**src/rtl/sobel_mag_thresh_if.sv**
```systemverilog
// Gradient-in / pixel-out stream bundle for sobel_mag_thresh.
// master = upstream driver and downstream sink, slave = the magnitude stage.
interface sobel_mag_thresh_if #(
    parameter int GRAD_WIDTH = 11
);
    logic                    vid_in_valid;
    logic [2*GRAD_WIDTH:0]   vid_in_data;
    logic [GRAD_WIDTH:0]     thresh;
    logic                    bin_mode;
    logic                    vid_out_valid;
    logic [7:0]              vid_out_data;
    logic                    vid_out_sof;
    logic                    vid_out_eol;

    modport master (
        output vid_in_valid, vid_in_data, thresh, bin_mode,
        input  vid_out_valid, vid_out_data, vid_out_sof, vid_out_eol
    );

    modport slave (
        input  vid_in_valid, vid_in_data, thresh, bin_mode,
        output vid_out_valid, vid_out_data, vid_out_sof, vid_out_eol
    );
endinterface

```
**src/rtl/sobel_mag_thresh.sv**
```systemverilog
// Sobel gradient magnitude |gx|+|gy| -> scaled 8-bit or binary edge pixel, with sof/eol framing.
// Optional per-frame edge statistics when SOBEL_MAG_STATS_EN is defined.
module sobel_mag_thresh #(
    parameter int VIDEO_WIDTH         = 1280,
    parameter int VIDEO_HEIGHT        = 960,
    parameter int GRAD_WIDTH          = 11,
    parameter int VIDEO_IN_DATA_WIDTH = 2*GRAD_WIDTH+1,
    parameter int MAG_WIDTH           = GRAD_WIDTH+1,
    parameter int MAG_SHIFT           = 3
) (
    input  logic              clk,
    input  logic              rst_n,
    sobel_mag_thresh_if.slave vif
`ifdef SOBEL_MAG_STATS_EN
    ,
    output logic [31:0]       edge_count,
    output logic              edge_count_valid
`endif
);
    localparam int STAGES = 3;
    localparam int COL_W  = (VIDEO_WIDTH  > 1) ? $clog2(VIDEO_WIDTH)  : 1;
    localparam int ROW_W  = (VIDEO_HEIGHT > 1) ? $clog2(VIDEO_HEIGHT) : 1;

    // Per-pixel side band; the threshold/mode in effect travel with the pixel
    // so in-flight pixels of the old frame never see the new frame's shadow.
    typedef struct packed {
        logic                 sof;
        logic                 eol;
`ifdef SOBEL_MAG_STATS_EN
        logic                 last_row;
`endif
        logic                 border;
        logic                 bin;
        logic [MAG_WIDTH-1:0] thr;
    } tag_t;

    logic [STAGES:0]         vld_pipe;
    tag_t [STAGES-1:0]       tag_pipe;
    tag_t                    tag_in;

    logic [COL_W-1:0]        col_cnt;
    logic [ROW_W-1:0]        row_cnt;
    logic                    in_sof;
    logic                    in_eol;
    logic                    in_last_row;

    logic [MAG_WIDTH-1:0]    thr_shd;
    logic                    bin_shd;

    logic signed [GRAD_WIDTH-1:0] s0_gx;
    logic signed [GRAD_WIDTH-1:0] s0_gy;
    logic [GRAD_WIDTH-1:0]   s1_ax;
    logic [GRAD_WIDTH-1:0]   s1_ay;
    logic [MAG_WIDTH-1:0]    s2_mag;

    logic [MAG_WIDTH-1:0]    mag_sh;
    logic [7:0]              scaled;
    logic                    is_edge;
    logic [7:0]              out_nxt;

    logic [7:0]              out_data;
    logic                    out_sof;
    logic                    out_eol;

    // Negating the most-negative code yields its own bit pattern, which read
    // as unsigned is exactly 2^(GRAD_WIDTH-1): no overflow case to handle.
    function automatic logic [GRAD_WIDTH-1:0] abs_g(input logic signed [GRAD_WIDTH-1:0] v);
        return v[GRAD_WIDTH-1] ? ((~v) + {{(GRAD_WIDTH-1){1'b0}}, 1'b1}) : v;
    endfunction

    assign in_sof      = (col_cnt == '0) && (row_cnt == '0);
    assign in_eol      = (col_cnt == COL_W'(VIDEO_WIDTH-1));
    assign in_last_row = (row_cnt == ROW_W'(VIDEO_HEIGHT-1));

    always_comb begin
        tag_in          = '0;
        tag_in.sof      = in_sof;
        tag_in.eol      = in_eol;
`ifdef SOBEL_MAG_STATS_EN
        tag_in.last_row = in_last_row;
`endif
        tag_in.border   = vif.vid_in_data[0];
        tag_in.bin      = in_sof ? vif.bin_mode : bin_shd;
        tag_in.thr      = in_sof ? vif.thresh   : thr_shd;
    end

    // Frame position counters and shadow capture
    always_ff @(posedge clk) begin
        if (!rst_n) begin
            col_cnt <= '0;
            row_cnt <= '0;
            thr_shd <= '0;
            bin_shd <= 1'b0;
        end else if (vif.vid_in_valid) begin
            if (in_eol) begin
                col_cnt <= '0;
                row_cnt <= in_last_row ? '0 : row_cnt + ROW_W'(1);
            end else begin
                col_cnt <= col_cnt + COL_W'(1);
            end
            if (in_sof) begin
                thr_shd <= vif.thresh;
                bin_shd <= vif.bin_mode;
            end
        end
    end

    // Output stage decision from stage-2 magnitude
    assign mag_sh  = s2_mag >> MAG_SHIFT;
    assign scaled  = (mag_sh > MAG_WIDTH'(255)) ? 8'hFF : mag_sh[7:0];
    assign is_edge = (s2_mag >= tag_pipe[2].thr);

    always_comb begin
        out_nxt = 8'h00;
        if (!tag_pipe[2].border)
            out_nxt = tag_pipe[2].bin ? (is_edge ? 8'hFF : 8'h00) : scaled;
    end

    // Pipeline: s0 capture, s1 abs, s2 sum, s3 output register
    always_ff @(posedge clk) begin
        if (!rst_n) begin
            vld_pipe <= '0;
            tag_pipe <= '0;
            s0_gx    <= '0;
            s0_gy    <= '0;
            s1_ax    <= '0;
            s1_ay    <= '0;
            s2_mag   <= '0;
            out_data <= '0;
            out_sof  <= 1'b0;
            out_eol  <= 1'b0;
        end else begin
            vld_pipe <= {vld_pipe[STAGES-1:0], vif.vid_in_valid};
            tag_pipe <= {tag_pipe[STAGES-2:0], tag_in};
            s0_gx    <= vif.vid_in_data[VIDEO_IN_DATA_WIDTH-1 -: GRAD_WIDTH];
            s0_gy    <= vif.vid_in_data[GRAD_WIDTH:1];
            s1_ax    <= abs_g(s0_gx);
            s1_ay    <= abs_g(s0_gy);
            s2_mag   <= {1'b0, s1_ax} + {1'b0, s1_ay};
            out_data <= vld_pipe[2] ? out_nxt : 8'h00;
            out_sof  <= vld_pipe[2] && tag_pipe[2].sof;
            out_eol  <= vld_pipe[2] && tag_pipe[2].eol;
        end
    end

    assign vif.vid_out_valid = vld_pipe[STAGES];
    assign vif.vid_out_data  = out_data;
    assign vif.vid_out_sof   = out_sof;
    assign vif.vid_out_eol   = out_eol;

`ifdef SOBEL_MAG_STATS_EN
    logic        edge_hit;
    logic [31:0] edge_acc;

    assign edge_hit = vld_pipe[2] && tag_pipe[2].bin && !tag_pipe[2].border && is_edge;

    // Report lands on the same edge that emits the frame's final pixel
    always_ff @(posedge clk) begin
        if (!rst_n) begin
            edge_acc         <= '0;
            edge_count       <= '0;
            edge_count_valid <= 1'b0;
        end else begin
            edge_count_valid <= 1'b0;
            if (vld_pipe[2] && tag_pipe[2].last_row && tag_pipe[2].eol) begin
                edge_count       <= edge_acc + 32'(edge_hit);
                edge_count_valid <= 1'b1;
                edge_acc         <= '0;
            end else if (edge_hit) begin
                edge_acc <= edge_acc + 32'd1;
            end
        end
    end
`endif

endmodule

```
**src/flat_wrapper.sv**
```systemverilog
// flat-port wrapper written by rule: the top's interface ports become plain ports
module sobel_mag_thresh_flat 
#(
    parameter int VIDEO_WIDTH         = 1280,
    parameter int VIDEO_HEIGHT        = 960,
    parameter int GRAD_WIDTH          = 11,
    parameter int VIDEO_IN_DATA_WIDTH = 2*GRAD_WIDTH+1,
    parameter int MAG_WIDTH           = GRAD_WIDTH+1,
    parameter int MAG_SHIFT           = 3
)
  (clk, rst_n, vif_vid_in_valid, vif_vid_in_data, vif_thresh, vif_bin_mode, vif_vid_out_valid, vif_vid_out_data, vif_vid_out_sof, vif_vid_out_eol);
  sobel_mag_thresh_if #(.GRAD_WIDTH(GRAD_WIDTH)) vif_i ();
  input  logic clk;
  input  logic rst_n;
  input wire logic [$bits(vif_i.vid_in_valid)-1:0] vif_vid_in_valid;
  input wire logic [$bits(vif_i.vid_in_data)-1:0] vif_vid_in_data;
  input wire logic [$bits(vif_i.thresh)-1:0] vif_thresh;
  input wire logic [$bits(vif_i.bin_mode)-1:0] vif_bin_mode;
  output wire logic [$bits(vif_i.vid_out_valid)-1:0] vif_vid_out_valid;
  output wire logic [$bits(vif_i.vid_out_data)-1:0] vif_vid_out_data;
  output wire logic [$bits(vif_i.vid_out_sof)-1:0] vif_vid_out_sof;
  output wire logic [$bits(vif_i.vid_out_eol)-1:0] vif_vid_out_eol;
  assign vif_i.vid_in_valid = vif_vid_in_valid;
  assign vif_i.vid_in_data = vif_vid_in_data;
  assign vif_i.thresh = vif_thresh;
  assign vif_i.bin_mode = vif_bin_mode;
  assign vif_vid_out_valid = vif_i.vid_out_valid;
  assign vif_vid_out_data = vif_i.vid_out_data;
  assign vif_vid_out_sof = vif_i.vid_out_sof;
  assign vif_vid_out_eol = vif_i.vid_out_eol;
  sobel_mag_thresh #(.VIDEO_WIDTH(VIDEO_WIDTH), .VIDEO_HEIGHT(VIDEO_HEIGHT), .GRAD_WIDTH(GRAD_WIDTH), .VIDEO_IN_DATA_WIDTH(VIDEO_IN_DATA_WIDTH), .MAG_WIDTH(MAG_WIDTH), .MAG_SHIFT(MAG_SHIFT)) u_core (.clk(clk), .rst_n(rst_n), .vif(vif_i));
endmodule
```
**config.mk**
```make
export PLATFORM = sky130hd
export DESIGN_NAME = sobel_mag_thresh_flat
export DESIGN_NICKNAME = d
export VERILOG_FILES = /design/src/rtl/sobel_mag_thresh_if.sv /design/src/rtl/sobel_mag_thresh.sv /design/src/flat_wrapper.sv
export SDC_FILE = /design/constraint.sdc
export NUM_CORES = 1
export LEC_CHECK = 0
export CAP_MARGIN = 20
export CORE_UTILIZATION = 53
export DETAILED_ROUTE_END_ITERATION = 10
export PLACE_DENSITY = 0.72
export SLEW_MARGIN = 20
export SYNTH_ARGS = -nofsm -noshare
export SYNTH_HDL_FRONTEND = slang
export SYNTH_SLANG_ARGS = --single-unit
export TNS_END_PERCENT = 20
```
**constraint.sdc**
```tcl
create_clock -name clk -period 2.8 [get_ports clk]
set_clock_uncertainty 0.2 [all_clocks]
set_input_delay 0.42 -clock clk [delete_from_list [all_inputs] [get_ports clk]]
set_output_delay 0.42 -clock clk [all_outputs]
set_load 0.01 [all_outputs]
```
---- Word level (Yosys, flattened, before mapping) ----
Index checks and enable logic that the tools add are counted.
word-level totals
  flip-flop bits (word level) ............. 152
  output and inout bits ................... 11
operators by class
  reductions and logical operators ........ 9
  $lt $le $gt $ge ......................... 2
  multiplexer cells ....................... 9
  equality and inequality tests ........... 2
  $add $sub $neg .......................... 5
  bitwise operators ....................... 4
operators by type and width
  kind                     number
  $add A11 B1 Y11 const B  3
  $mux W10                 3
  $mux W8                  3
  $not A11 Y11             2
  $add A11 B11 Y12         1
  $ge A12 B12 Y1           1
  $mux W12                 1
  $eq A11 B11 Y1 const B   1
  $logic_not A11 Y1        1
  $mux W11                 1
  $add A10 B1 Y10 const B  1
  $eq A10 B10 Y1 const B   1
  $logic_not A10 Y1        1
  $gt A9 B8 Y1 const B     1
  $reduce_and A2 Y1        3
  $logic_and A1 B1 Y1      3
  $reduce_or A3 Y1         1
  $not A1 Y1               2
  $mux W1                  1

---- Depth between registers and ports, before layout ----
  word-level depth ........................ 3
  depth in mapped cells ................... 8
  mapped depth without buffers ............ 7

---- Least setup slack after synthesis ----
No wires, ideal clock.
  path type ............................... register to register
  from .................................... register u_core.s1_ay[0]
  to ...................................... register u_core.s2_mag[8]
  stages on the path, launching flop included .. 8
  path buffers ............................ 0
  path slack .............................. 730 ps
  period minus slack after synthesis ...... 2070 ps
  arrival ................................. 1742 ps
  cells stage by stage .................... dfxtp_1 > ha_1 > fa_1 > a211oi_1 > o21ai_0 > a31oi_1 > xor2_1 > nor2_1
on the way
  longest elaborated chain between the ends .. 1
ends and longest elaborated chain
  element                   RTL line                 source
  start: declaration        sobel_mag_thresh.sv:53   logic [GRAD_WIDTH-1:0] s1_ay;
  start signal: assignment  sobel_mag_thresh.sv:138  s1_ay <= abs_g(s0_gy);
  $add A11 B11 Y12          sobel_mag_thresh.sv:139  s2_mag <= {1'b0, s1_ax} + {1'b0, s1_ay};
  end signal: assignment    sobel_mag_thresh.sv:139
  end: declaration          sobel_mag_thresh.sv:54   logic [MAG_WIDTH-1:0] s2_mag;
Every way passes these cells.
A chain may end at the register's enable or synchronous reset.

---- Worst setup path after layout ----
Ends and elaborated chain as after synthesis.

==> results.py <==
metrics = {
    "place": {
        "numPortBuffers": 49,
        "pre_cts_slack_ns": 0.4699,
        "place.detailed.hpwl_um": 7394,
        "gp_congestion": 0.7872,
    },
    "detailed_routing": {
        "first_pass_iters": 4,
        "ant_nets": 0,
        "wl_per_cell_um": 12.60,
        "via_count": 4207,
        "wl_um": 10310,
        "first_iter_violations": 172,
        "viasPerCell": 5.143,
        "drc": 0,
    },
    "yosys": {
        "netlist_area_mm2": 0.005991,
        "synth_top_area_share_pct": 50.79,
        "ys_top_cells_by_area": "dfxtp_1 51%, and2_1 6.5%, ha_1 6.1%, mux2i_1 5.2%, nor2_1 4.2%",
        "synth_edf_count": 0,
        "syn-num-nets": 687,
        "syn_inst": 618,
        "synth-async-reset-ratio_pct": 0,
        "synth_seq_cells": 152,
        "ys_seq_area_share_pct": 50.79,
        "syn_avg_cell_area_um2": 9.694,
        "synth.distinct_cells": 51,
        "synth_area_leader_cell": "dfxtp_1",
        "ys.flop_type": "dfxtp_1",
        "synth_warnings": 0,
    },
    "clock_tree": {
        "tritoncts": "done",
        "cts_made_buffers": 17,
        "cts_num_sinks": 152,
        "cts_buffer_depth": 2,
        "root_buffer": "clkbuf_16",
        "cts_htree_levels": 4,
        "cts_resized": 0,
        "clkSlewWorstSetupHoldPaths_ns": 0.06,
        "ctsHoldBuffers": 0,
        "clk_latency_ns": 0.42,
        "cts_setup_buffers": 0,
    },
    "power_and_ir_drop": {
        "power.total_w": 0.004920,
        "p_per_area_mw_per_mm2": 688.0,
        "ir_worst_vdd_uv": 511.1,
        "p_leak_nw": 2.977,
    },
    "hold_path": {
        "min_from": "rst_n",
        "min_path_cells": 2,
        "hold_end": "u_core.tag_pipe[29]",
        "hold_class": "input port to register",
    },
    "worst_setup_path": {
        "r2r_start": "u_core.s1_ay[0]",
        "slowest_stage": "a211oi_1",
        "cp_cell_sequence": "ha_1 -> fa_1 -> a211oi_1 -> o21ai_0 -> a31oi_1 -> xor2_1 -> nor2_1",
        "crit_family": "compound AO/OA/AOI/OAI gates",
        "required_ns": 2.91,
        "timing.critical_path.buf_inv": 0,
        "worstRegToRegCells": 7,
        "slowest_delay_ns": 0.43,
        "cp_max_fo": 4,
        "cp-start-kind": "register",
        "worst_ep_arrival_time_ns": 2.38,
        "r2r_slack_ns": 0.52,
        "worstSetupPathType": "register to register",
        "worst_setup_path_end_kind": "register",
        "r2r_end": "u_core.s2_mag[8]",
    },
    "cells_and_area": {
        "insertedDiodeCount": 0,
        "postLayoutCoreUtil_pct": 65.39,
        "area_growth_pct": 19.36,
        "drive_gt1_share_pct": 6.932,
        "layout.nets": 734,
    },
    "floorplan": {
        "die_w_um": 108.3,
        "fp-row-count": 38,
        "dieArea_mm2": 0.01173,
        "core_mm2": 0.01094,
        "die-height_um": 108.3,
        "io_pins": 50,
        "start_util_pct": 54.78,
    },
    "global_routing": {
        "grt_max_degree": 60,
        "grt-ovfl-total": 0,
        "globalRouteTotalUtil_pct": 19.48,
        "antenna_found_initial": 0,
        "first_global_vias": 4166,
        "grt_first_pass_wirelength_um": 17910,
    },
    "sta": {
        "period_needed_ns": 2.276,
        "drv_slew": 0,
        "worst_pin_slew_ns": 0.8199,
        "maxSlewHeadroom_pct": 45.28,
        "hold_violations": 0,
        "finalSetupViolations": 0,
        "timing.fmax_ghz": 0.4394,
        "rsz0062_at_grt": "false",
        "fin_crit_sh_pct": 81.28,
        "finalSetupTns_ns": 0,
        "worst_slack_ns": 0.5241,
    },
    "job": {
        "drv_cap": 0,
    },
    "outcome": {
        "status": "finished clean",
    },
}
[layer usage]
| layer | wire, um | up-vias | global-route usage [%] | part of all wire [%] |
|---|---|---|---|---|
| met4 | 181 | 0 | 8.494 | 1.8 |
| li1 | - | 2156 | - | - |
| met3 | 389 | 17 | 5.244 | 3.8 |
| met5 | 0 | - | 0 | 0 |
| met1 | 4871 | 1953 | 23.35 | 47 |
| met2 | 4865 | 81 | 32.76 | 47 |
[cells in the final DEF, fill, tap and decap left out, types with 2 or more instances in the layout]
cell	instances
xor2_1	25
inv_1	26
a21boi_0	3
nor2_1	67
and3_1	2
a21oi_1	17
inv_8	4
nand4_1	14
nand3_1	12
clkbuf_16	17
nand2_1	58
nor4_1	8
o41ai_1	2
o21a_1	10
inv_6	7
and2_1	62
nor4b_1	2
ha_1	29
o211ai_1	2
nor2b_1	4
buf_4	4
nor3_1	10
o21bai_1	2
o31ai_1	8
nand2b_1	3
xnor2_1	10
clkinv_4	2
mux2i_1	31
dfxtp_1	152
clkdlybuf4s50_1	48
o21ai_0	11
[power breakdown]
group	internal (W)	total, W	switching [W]
clock network	0.00119	0.00216	0.000970
logic	0.000214	0.000429	0.000215
registers	0.00228	0.00233	0.0000580
total	0.00368	0.00492	0.00124
[sequential cells by signal, summed over array words and instances (netlist names)]
register                 count
u_core.tag_pipe             48
u_core.s0_gy                11
u_core.bin_shd               1
u_core.vld_pipe              4
u_core.vif.vid_out_data      8
u_core.s2_mag               12
u_core.s0_gx                11
u_core.vif.vid_out_sof       1
u_core.s1_ax                11
u_core.col_cnt              11
u_core.vif.vid_out_eol       1
u_core.thr_shd              12
u_core.row_cnt              10
u_core.s1_ay                11
[through the flow]
stage | instance area (um2) | cells | hold slack (ns)
4_1_cts | 7151 | 818 | 0.1241
5_1_grt | 7151 | 818 | 0.1451
3_3_place_gp | 6578 | 786 | 0.2167
3_5_place_dp | 6578 | 786 | 0.2191
2_1_floorplan | 5991 | 618 | 0.2119
6_report | 7151 | 818 | 0.1368
[how the worst max path moves through the flow]
stage                          start           endpoint  slack (ns)  cells past startpoint
floorplan            u_core.s1_ay[0]   u_core.s2_mag[8]        0.73                      7
global placement    vif_vid_in_valid  u_core.row_cnt[9]        0.51                      7
detailed placement  vif_vid_in_valid  u_core.row_cnt[9]        0.47                      6
CTS                  u_core.s1_ay[0]   u_core.s2_mag[8]        0.53                      7
global route         u_core.s1_ay[0]   u_core.s2_mag[8]        0.31                      7
finish               u_core.s1_ay[0]   u_core.s2_mag[8]        0.52                      7
[Yosys cell counts (2+ instances only)]
cell,instances
o21ai_0,11
dfxtp_1,152
nand4_1,14
nor2b_1,4
clkbuf_1,18
nor3_1,10
nor4b_1,2
xor2_1,25
and2_1,62
o21a_1,10
o41ai_1,2
a21oi_1,17
buf_2,3
nand2_1,58
buf_1,2
ha_1,29
nor4_1,8
and3_1,2
xnor2_1,10
a21boi_0,3
o211ai_1,2
nand2b_1,3
inv_1,26
buf_6,3
nor2_1,67
mux2i_1,31
o21bai_1,2
o31ai_1,8
nand3_1,12
[kinds of logic after synthesis]
kind of cell             Yosys count  synth area share, %
flip-flops                       152                50.79
XOR/XNOR                          35                5.117
AND/OR/NAND/NOR                  252                21.45
multiplexers                      33                5.556
buffers and inverters             52                3.697
AO/OA/AOI/OAI                     64                6.997
adder cells (fa/ha/maj)           30                6.391
[final cells by class]
type                            instances  area [um2]
Sequential cell                       152        3043
Multi-Input combinational cell        414        2726
Tap cell                              140       175.2
Fill cell                             927        3785
Timing Repair Buffer                   54       535.5
Clock inverter                         15       147.6
Inverter                               26       97.59
Clock buffer                           17       425.4
Power figures use the tool's default switching activity.
